==> src/rtl/seq_fixmul_if.sv <==
// Request/response bundle for the sequential Q16.16 multiplier.
interface seq_fixmul_if;
    logic        start;
    logic [31:0] multiplicand;
    logic [31:0] multiplier;
    logic [31:0] product;
    logic        ready;
    logic        busy;
    logic        overflow;

    modport master (
        output start, multiplicand, multiplier,
        input  product, ready, busy, overflow
    );

    modport slave (
        input  start, multiplicand, multiplier,
        output product, ready, busy, overflow
    );
endinterface

==> src/rtl/seq_fixmul.sv <==
// Shift-and-add unsigned Q16.16 multiplier, one multiplier bit per clock.
// Define FIXMUL_SAT_EN to clamp the product to all-ones on overflow.
//
// state | meaning
// IDLE  | waiting for start, busy=0
// RUN   | 32 shift-and-add steps, busy=1
// DONE  | result registered, ready=1 for one cycle; start here restarts
module seq_fixmul (
    input  logic        clk,
    input  logic        rstn,
    seq_fixmul_if.slave bus
);
    typedef enum logic [1:0] {IDLE, RUN, DONE} state_t;

    state_t      state;
    logic [63:0] acc;
    logic [63:0] mcand;
    logic [31:0] mplr;
    logic [4:0]  cnt;
    logic [31:0] product_r;
    logic        ready_r;
    logic        busy_r;
    logic        overflow_r;

    logic [63:0] acc_sum;
    logic        acc_ovf;
    logic [31:0] prod_next;

    // Sum including the current bit, so the last RUN step can register the result directly.
    always_comb begin
        acc_sum = acc + (mplr[0] ? mcand : 64'd0);
        acc_ovf = |acc_sum[63:48];
`ifdef FIXMUL_SAT_EN
        prod_next = acc_ovf ? 32'hFFFF_FFFF : acc_sum[47:16];
`else
        prod_next = acc_sum[47:16];
`endif
    end

    always_ff @(posedge clk or negedge rstn) begin
        if (!rstn) begin
            state      <= IDLE;
            acc        <= 64'd0;
            mcand      <= 64'd0;
            mplr       <= 32'd0;
            cnt        <= 5'd0;
            product_r  <= 32'd0;
            ready_r    <= 1'b0;
            busy_r     <= 1'b0;
            overflow_r <= 1'b0;
        end else begin
            case (state)
                IDLE, DONE: begin
                    ready_r <= 1'b0;
                    if (bus.start) begin
                        mcand  <= {32'd0, bus.multiplicand};
                        mplr   <= bus.multiplier;
                        acc    <= 64'd0;
                        cnt    <= 5'd0;
                        busy_r <= 1'b1;
                        state  <= RUN;
                    end else begin
                        state  <= IDLE;
                    end
                end
                RUN: begin
                    acc   <= acc_sum;
                    mcand <= mcand << 1;
                    mplr  <= mplr >> 1;
                    cnt   <= cnt + 5'd1;
                    if (cnt == 5'd31) begin
                        product_r  <= prod_next;
                        overflow_r <= acc_ovf;
                        ready_r    <= 1'b1;
                        busy_r     <= 1'b0;
                        state      <= DONE;
                    end
                end
                default: state <= IDLE;
            endcase
        end
    end

    assign bus.product  = product_r;
    assign bus.ready    = ready_r;
    assign bus.busy     = busy_r;
    assign bus.overflow = overflow_r;
endmodule

==> src/flat_wrapper.sv <==
// flat-port wrapper written by rule: the top's interface ports become plain ports
module seq_fixmul_flat 
  (clk, rstn, bus_start, bus_multiplicand, bus_multiplier, bus_product, bus_ready, bus_busy, bus_overflow);
  seq_fixmul_if bus_i ();
  input  logic clk;
  input  logic rstn;
  input wire logic [$bits(bus_i.start)-1:0] bus_start;
  input wire logic [$bits(bus_i.multiplicand)-1:0] bus_multiplicand;
  input wire logic [$bits(bus_i.multiplier)-1:0] bus_multiplier;
  output wire logic [$bits(bus_i.product)-1:0] bus_product;
  output wire logic [$bits(bus_i.ready)-1:0] bus_ready;
  output wire logic [$bits(bus_i.busy)-1:0] bus_busy;
  output wire logic [$bits(bus_i.overflow)-1:0] bus_overflow;
  assign bus_i.start = bus_start;
  assign bus_i.multiplicand = bus_multiplicand;
  assign bus_i.multiplier = bus_multiplier;
  assign bus_product = bus_i.product;
  assign bus_ready = bus_i.ready;
  assign bus_busy = bus_i.busy;
  assign bus_overflow = bus_i.overflow;
  seq_fixmul u_core (.clk(clk), .rstn(rstn), .bus(bus_i));
endmodule
==> config.mk <==
export PLATFORM = sky130hd
export DESIGN_NAME = seq_fixmul_flat
export DESIGN_NICKNAME = d
export VERILOG_FILES = /design/src/rtl/seq_fixmul_if.sv /design/src/rtl/seq_fixmul.sv /design/src/flat_wrapper.sv
export SDC_FILE = /design/constraint.sdc
export NUM_CORES = 1
export LEC_CHECK = 0
export CORE_MARGIN = 5
export CORE_UTILIZATION = 50
export DETAILED_ROUTE_END_ITERATION = 8
export HOLD_SLACK_MARGIN = 0.08
export PLACE_DENSITY = 0.71
export SETUP_SLACK_MARGIN = 0.1
export SLEW_MARGIN = 10
export SYNTH_ARGS = -nofsm -noshare
export SYNTH_HDL_FRONTEND = slang
export SYNTH_SLANG_ARGS = --single-unit
==> constraint.sdc <==
create_clock -name clk -period 5.05 [get_ports clk]
set_clock_uncertainty 0.1 [all_clocks]
set_input_delay 0.505 -clock clk [delete_from_list [all_inputs] [get_ports clk]]
set_output_delay 0.505 -clock clk [all_outputs]
set_load 0.01 [all_outputs]
[Word-level counts from Yosys, hierarchy flattened]
Index checks and enable logic that the tools add are counted.
Storage, ports and cells
  register bits: 202
  word-level logic and storage cells: 41
Cells by class
  add/sub/neg operators: 2
  eq/ne operators: 5
  muxes and demuxes: 17
  reduce and logical (&&, ||, !) cells: 8
Operators with widths (number)
  64-bit one-hot mux with 2 select lines: 2
  64-bit 2-to-1 mux: 3
  64-bit adder: 1
  32-bit one-hot mux with 2 select lines: 1
  32-bit 2-to-1 mux: 1
  16-bit OR reduction: 1
  5-bit one-hot mux with 2 select lines: 1
  2-bit AND reduction: 3
  5-bit by 1-bit adder with 5-bit output (second input constant): 1
  5-bit equality test (second input constant): 1
  5-bit 2-to-1 mux: 1
  1-bit 2-to-1 mux: 4
  1-bit one-hot mux with 2 select lines: 2
  2-bit one-hot mux with 2 select lines: 1
  3-bit AND reduction: 1
  2-bit by 1-bit equality test with 1-bit output (second input constant): 1
  2-bit equality test (second input constant): 1
  2-bit zero test: 1
  2-bit 2-to-1 mux: 1
  2-bit by 1-bit inequality test with 1-bit output (second input constant): 1
  2-bit inequality test (second input constant): 1
  2-bit nonzero test: 1
  2-bit OR reduction: 1

[Longest topological paths before layout]
  word-level depth: 4
  gate-level depth with buffers: 16

[Worst setup path after synthesis]
No wires, ideal clock.
  kind: reg2reg
  from: register u_core.mplr[0]
  to: register u_core.overflow_r, in the netlist u_core.bus.overflow
  setup time: 0.132 ns
  arrival: 3.377 ns
  required time: 4.818 ns
  path slack: 1.441 ns
  stages on the path, launching flop included: 16
  clock period less this slack: 3.609 ns
  cell sequence: dfrtp_1 > clkbuf_1 > clkbuf_1 > nand2_1 > fa_1 > nand2b_1 > a21oi_1 > o21ai_0 > and3_4 > o41ai_4 > a31oi_1 > o21ai_1 > xor2_1 > nor4bb_1 > nor4b_2 > a31oi_1
Between the ends
  cells in the longest elaborated chain, start to end: 3
Ends and longest elaborated chain
  start, declared: line seq_fixmul.sv:18  | logic [31:0] mplr;
  start signal, assigned: line seq_fixmul.sv:57  | mplr <= bus.multiplier;
  start signal, assigned: line seq_fixmul.sv:69  | mplr <= mplr >> 1;
  64-bit 2-to-1 mux: line seq_fixmul.sv:31  | acc_sum = acc + (mplr[0] ? mcand : 64'd0);
  64-bit adder: line seq_fixmul.sv:31
  16-bit OR reduction: line seq_fixmul.sv:32  | acc_ovf = |acc_sum[63:48];
  end signal, assigned: line seq_fixmul.sv:73  | overflow_r <= acc_ovf;
  end, declared: line seq_fixmul.sv:23  | logic overflow_r;
Every way passes these cells.
A chain may end at the register's enable or synchronous reset.

[Worst setup path after layout]
Same ends and word-level chain as after synthesis.

==> flow_metrics.py <==
metrics = {
    "run_status": {
        "status": "completed",
    },
    "route": {
        "drtAntennaViolNets": 0,
        "firstDrtPassIters": 6,
        "vias": 9981,
        "wire_per_inst_um": 17.4,
        "drc": 0,
        "wl_um": 29900,
        "first_iter_violations": 789,
        "via_per_inst": 5.81,
    },
    "clock_network": {
        "cts_num_sinks": 202,
        "clk_pin_slew_ns": 0.06,
        "cts_root_buf": "clkbuf_16",
        "clk_path_buf_depth": 3,
        "cts-hold-fix-buffers": 1,
        "htreeDepth": 1,
        "post_cts_buffers": 0,
        "cts_tree": "yes",
        "insertion_delay_ns": 0.53,
        "numCtsBuffers": 24,
        "ctsResizeCount": 0,
    },
    "setup_path": {
        "arrival_ns": 4.57,
        "crit_path_max_fanout": 34,
        "critPathKind": "flop to flop",
        "required_ns": 5.35,
        "cp-end-kind": "flop",
        "critPathLaunchType": "flop",
    },
    "floorplan": {
        "start_util": 0.505,
        "rows": 56,
        "die_h_um": 164,
        "die_area_um2": 26800,
        "core_um2": 23400,
        "ioPinCount": 102,
        "fp.dieW_um": 164,
    },
    "layout": {
        "finish.utilization": 0.592,
        "multi_input_area_um2": 6390,
        "fin_cells": 1719,
        "antennaDiodeCount": 0,
        "fillers": 2114,
        "layout-drive-gt1-share": 0.0529,
        "syn2layout_area_growth_pct": 17.2,
        "seqCellArea_um2": 5050,
        "layout.nets": 1517,
    },
    "power": {
        "total_leakage_power_uw": 0.00639,
        "powerDensity_nw_per_um2": 699,
        "ir_drop_mv": 0.330,
    },
    "global_routing": {
        "grt.overflow.total": 0,
        "grt_max_degree": 112,
        "antenna_found_initial": 0,
        "grt_pass1_vias": 9763,
        "grt_pass1_wl_um": 50000,
        "grt_use_total": 0.224,
    },
    "synthesis": {
        "synth_top_area_cell": "dfrtp_1",
        "syn_area_per_cell_um2": 8.93,
        "ys_seq_elements": 202,
        "synthArstFlopShare": 1.00,
        "synth.distinct_cells": 67,
        "yosysWarnings": 0,
        "synth_edf_count": 0,
        "synth_cells": 1324,
        "netlist_area_um2": 11800,
        "post-synth-top-area-fraction": 0.428,
        "synth_flop_cell": "dfrtp_1",
        "synth_area_leaders": "dfrtp_1 (43%), nand2_1 (8.8%), ha_1 (6.9%)",
        "synth_nets": 1457,
        "seq_area_frac_synth": 0.428,
    },
    "timing": {
        "fin_crit_sh": 0.846,
        "fmax_ghz": 0.234,
        "fin_setup_tns_ns": 0,
        "layout_min_cycle_time_ns": 4.27,
        "worstMarginPinSlew_ns": 1.01,
        "slew_headroom": 0.328,
        "setup_slack_ns": 0.777,
        "finalHoldViolCount": 0,
        "setup_viol_count_final": 0,
        "maxSlewViolCount": 0,
        "rsz0062_at_grt": "false",
    },
    "place": {
        "place.port_buffers": 101,
        "dp_cells": 1676,
        "place_hpwl_um": 21100,
        "dp_slack_ns": 0.864,
        "gp_congestion": 0.905,
    },
    "run": {
        "cap_violations": 0,
    },
    "min_path": {
        "min_path_type": "flop to flop",
    },
}
[sequential cells by signal, summed over array words and instances, names as in the netlist]
name	cells
u_core.acc	64
u_core.bus.busy	1
u_core.bus.overflow	1
u_core.bus.product	32
u_core.bus.ready	1
u_core.cnt	5
u_core.mcand	64
u_core.mplr	32
u_core.state	2
[synth_stat cells (4+ instances only)]
cell      count
dfrtp_1     202
ha_1         65
o21a_1        9
a31oi_1      11
a211oi_1      5
clkbuf_1     70
nor2b_1       5
mux2_2        5
nand2b_1      6
nor2_1       45
o21ai_1       5
nand4_1      20
a221oi_1      4
nand3_1      14
a22o_1       56
a21o_1       28
o21bai_1      9
a21oi_2       4
a21oi_1      83
xnor2_1      27
o31ai_1       4
nor3_1        9
o21ai_0     117
xor2_1       28
nand2_1     276
a22oi_1      62
inv_1        24
and2_1       68
and3_1        8
[through the flow]
| stage | total power, µW | hold WS, ns | instance area, µm² |
|---|---|---|---|
| floorplan | 6420 | 0.109 | 11800 |
| global placement | 7790 | 0.358 | 13000 |
| detailed placement | 7900 | 0.364 | 13000 |
| CTS | 9730 | 0.377 | 13900 |
| global route | 10500 | 0.393 | 13900 |
| finish | 9690 | 0.373 | 13900 |
[cell usage in the layout, fill, tap and decap left out, types with 4 or more instances in the layout]
cell / count
nand2_1: 276
dfrtp_1: 202
o21ai_0: 117
clkdlybuf4s50_1: 100
a21oi_1: 83
and2_1: 68
ha_1: 65
a22oi_1: 62
a22o_1: 56
nor2_1: 44
xor2_1: 28
a21o_1: 28
xnor2_1: 27
inv_1: 24
clkbuf_16: 24
nand4_1: 20
nand3_1: 14
a31oi_1: 11
o21a_1: 9
nor3_1: 9
o21bai_1: 9
buf_4: 9
and3_1: 8
clkbuf_8: 6
a211oi_1: 5
nand2b_1: 5
o21ai_1: 5
mux2_2: 5
o31ai_1: 4
a21oi_2: 4
a221oi_1: 4
clkinv_2: 4
[kinds of logic (layout without fill, tap and decap cells)]
family,after synthesis,after routing,synth area share
AO/OA/AOI/OAI,432,432,0.246
flip-flops,202,202,0.428
AND/OR/NAND/NOR,463,463,0.177
buffers and inverters,101,177,0.0333
XOR/XNOR,55,55,0.0408
adder cells (fa/ha/maj),66,66,0.0705
multiplexers,5,5,0.00476
[layout make-up]
class	instances	area share
Multi-Input combinational cell	1021	0.462
Sequential cell	202	0.365
Timing Repair Buffer	111	0.0788
Clock buffer	32	0.0491
Tap cell	319	0.0288
Clock inverter	10	0.0102
Inverter	24	0.00650
[where the power goes]
group / switching (µW) / internal, µW / total, µW
clock network: 692 / 1100 / 1790
registers: 490 / 2400 / 2890
logic: 2970 / 2040 / 5010
[routing by layer]
layer  share of wire  global-route usage  vias to the layer above
li1                -                   -                     4849
met1            0.47               0.318                     4823
met2            0.46               0.364                      251
met3           0.045              0.0291                       58
met4           0.027              0.0595                        0
met5               0                   0                        -
[worst max-delay path, stage by stage, from the launching register on]
cell and delay (ns):
dfrtp_1 0.34, buf_4 0.29, and2_1 0.18, ha_1 0.18, inv_1 0.06, fa_1 0.37
nand2b_1 0.18, a21oi_1 0.28, o21ai_0 0.16, and3_4 0.22, o41ai_4 0.56, a31oi_1 0.22
o21ai_1 0.21, xor2_1 0.11, nor4bb_1 0.33, nor4b_2 0.25, a31oi_1 0.10
[worst paths after layout]
check / slack [ns] / start / cells past startpoint / endpoint
worst max-delay path: 0.78 / u_core.mplr[0] / 16 / u_core.bus.overflow
worst min-delay path: 0.37 / u_core.bus.busy / 2 / u_core.bus.busy
worst max register to register: 0.78 / u_core.mplr[0] / 16 / u_core.bus.overflow
worst min register to register: 0.37 / u_core.bus.busy / 2 / u_core.bus.busy
max in group asynchronous: 3.14 / rstn / 3 / u_core.mcand[4]
min in group asynchronous: 0.54 / rstn / 2 / u_core.bus.product[12]
No activity file was read; power rests on OpenSTA's default activity.
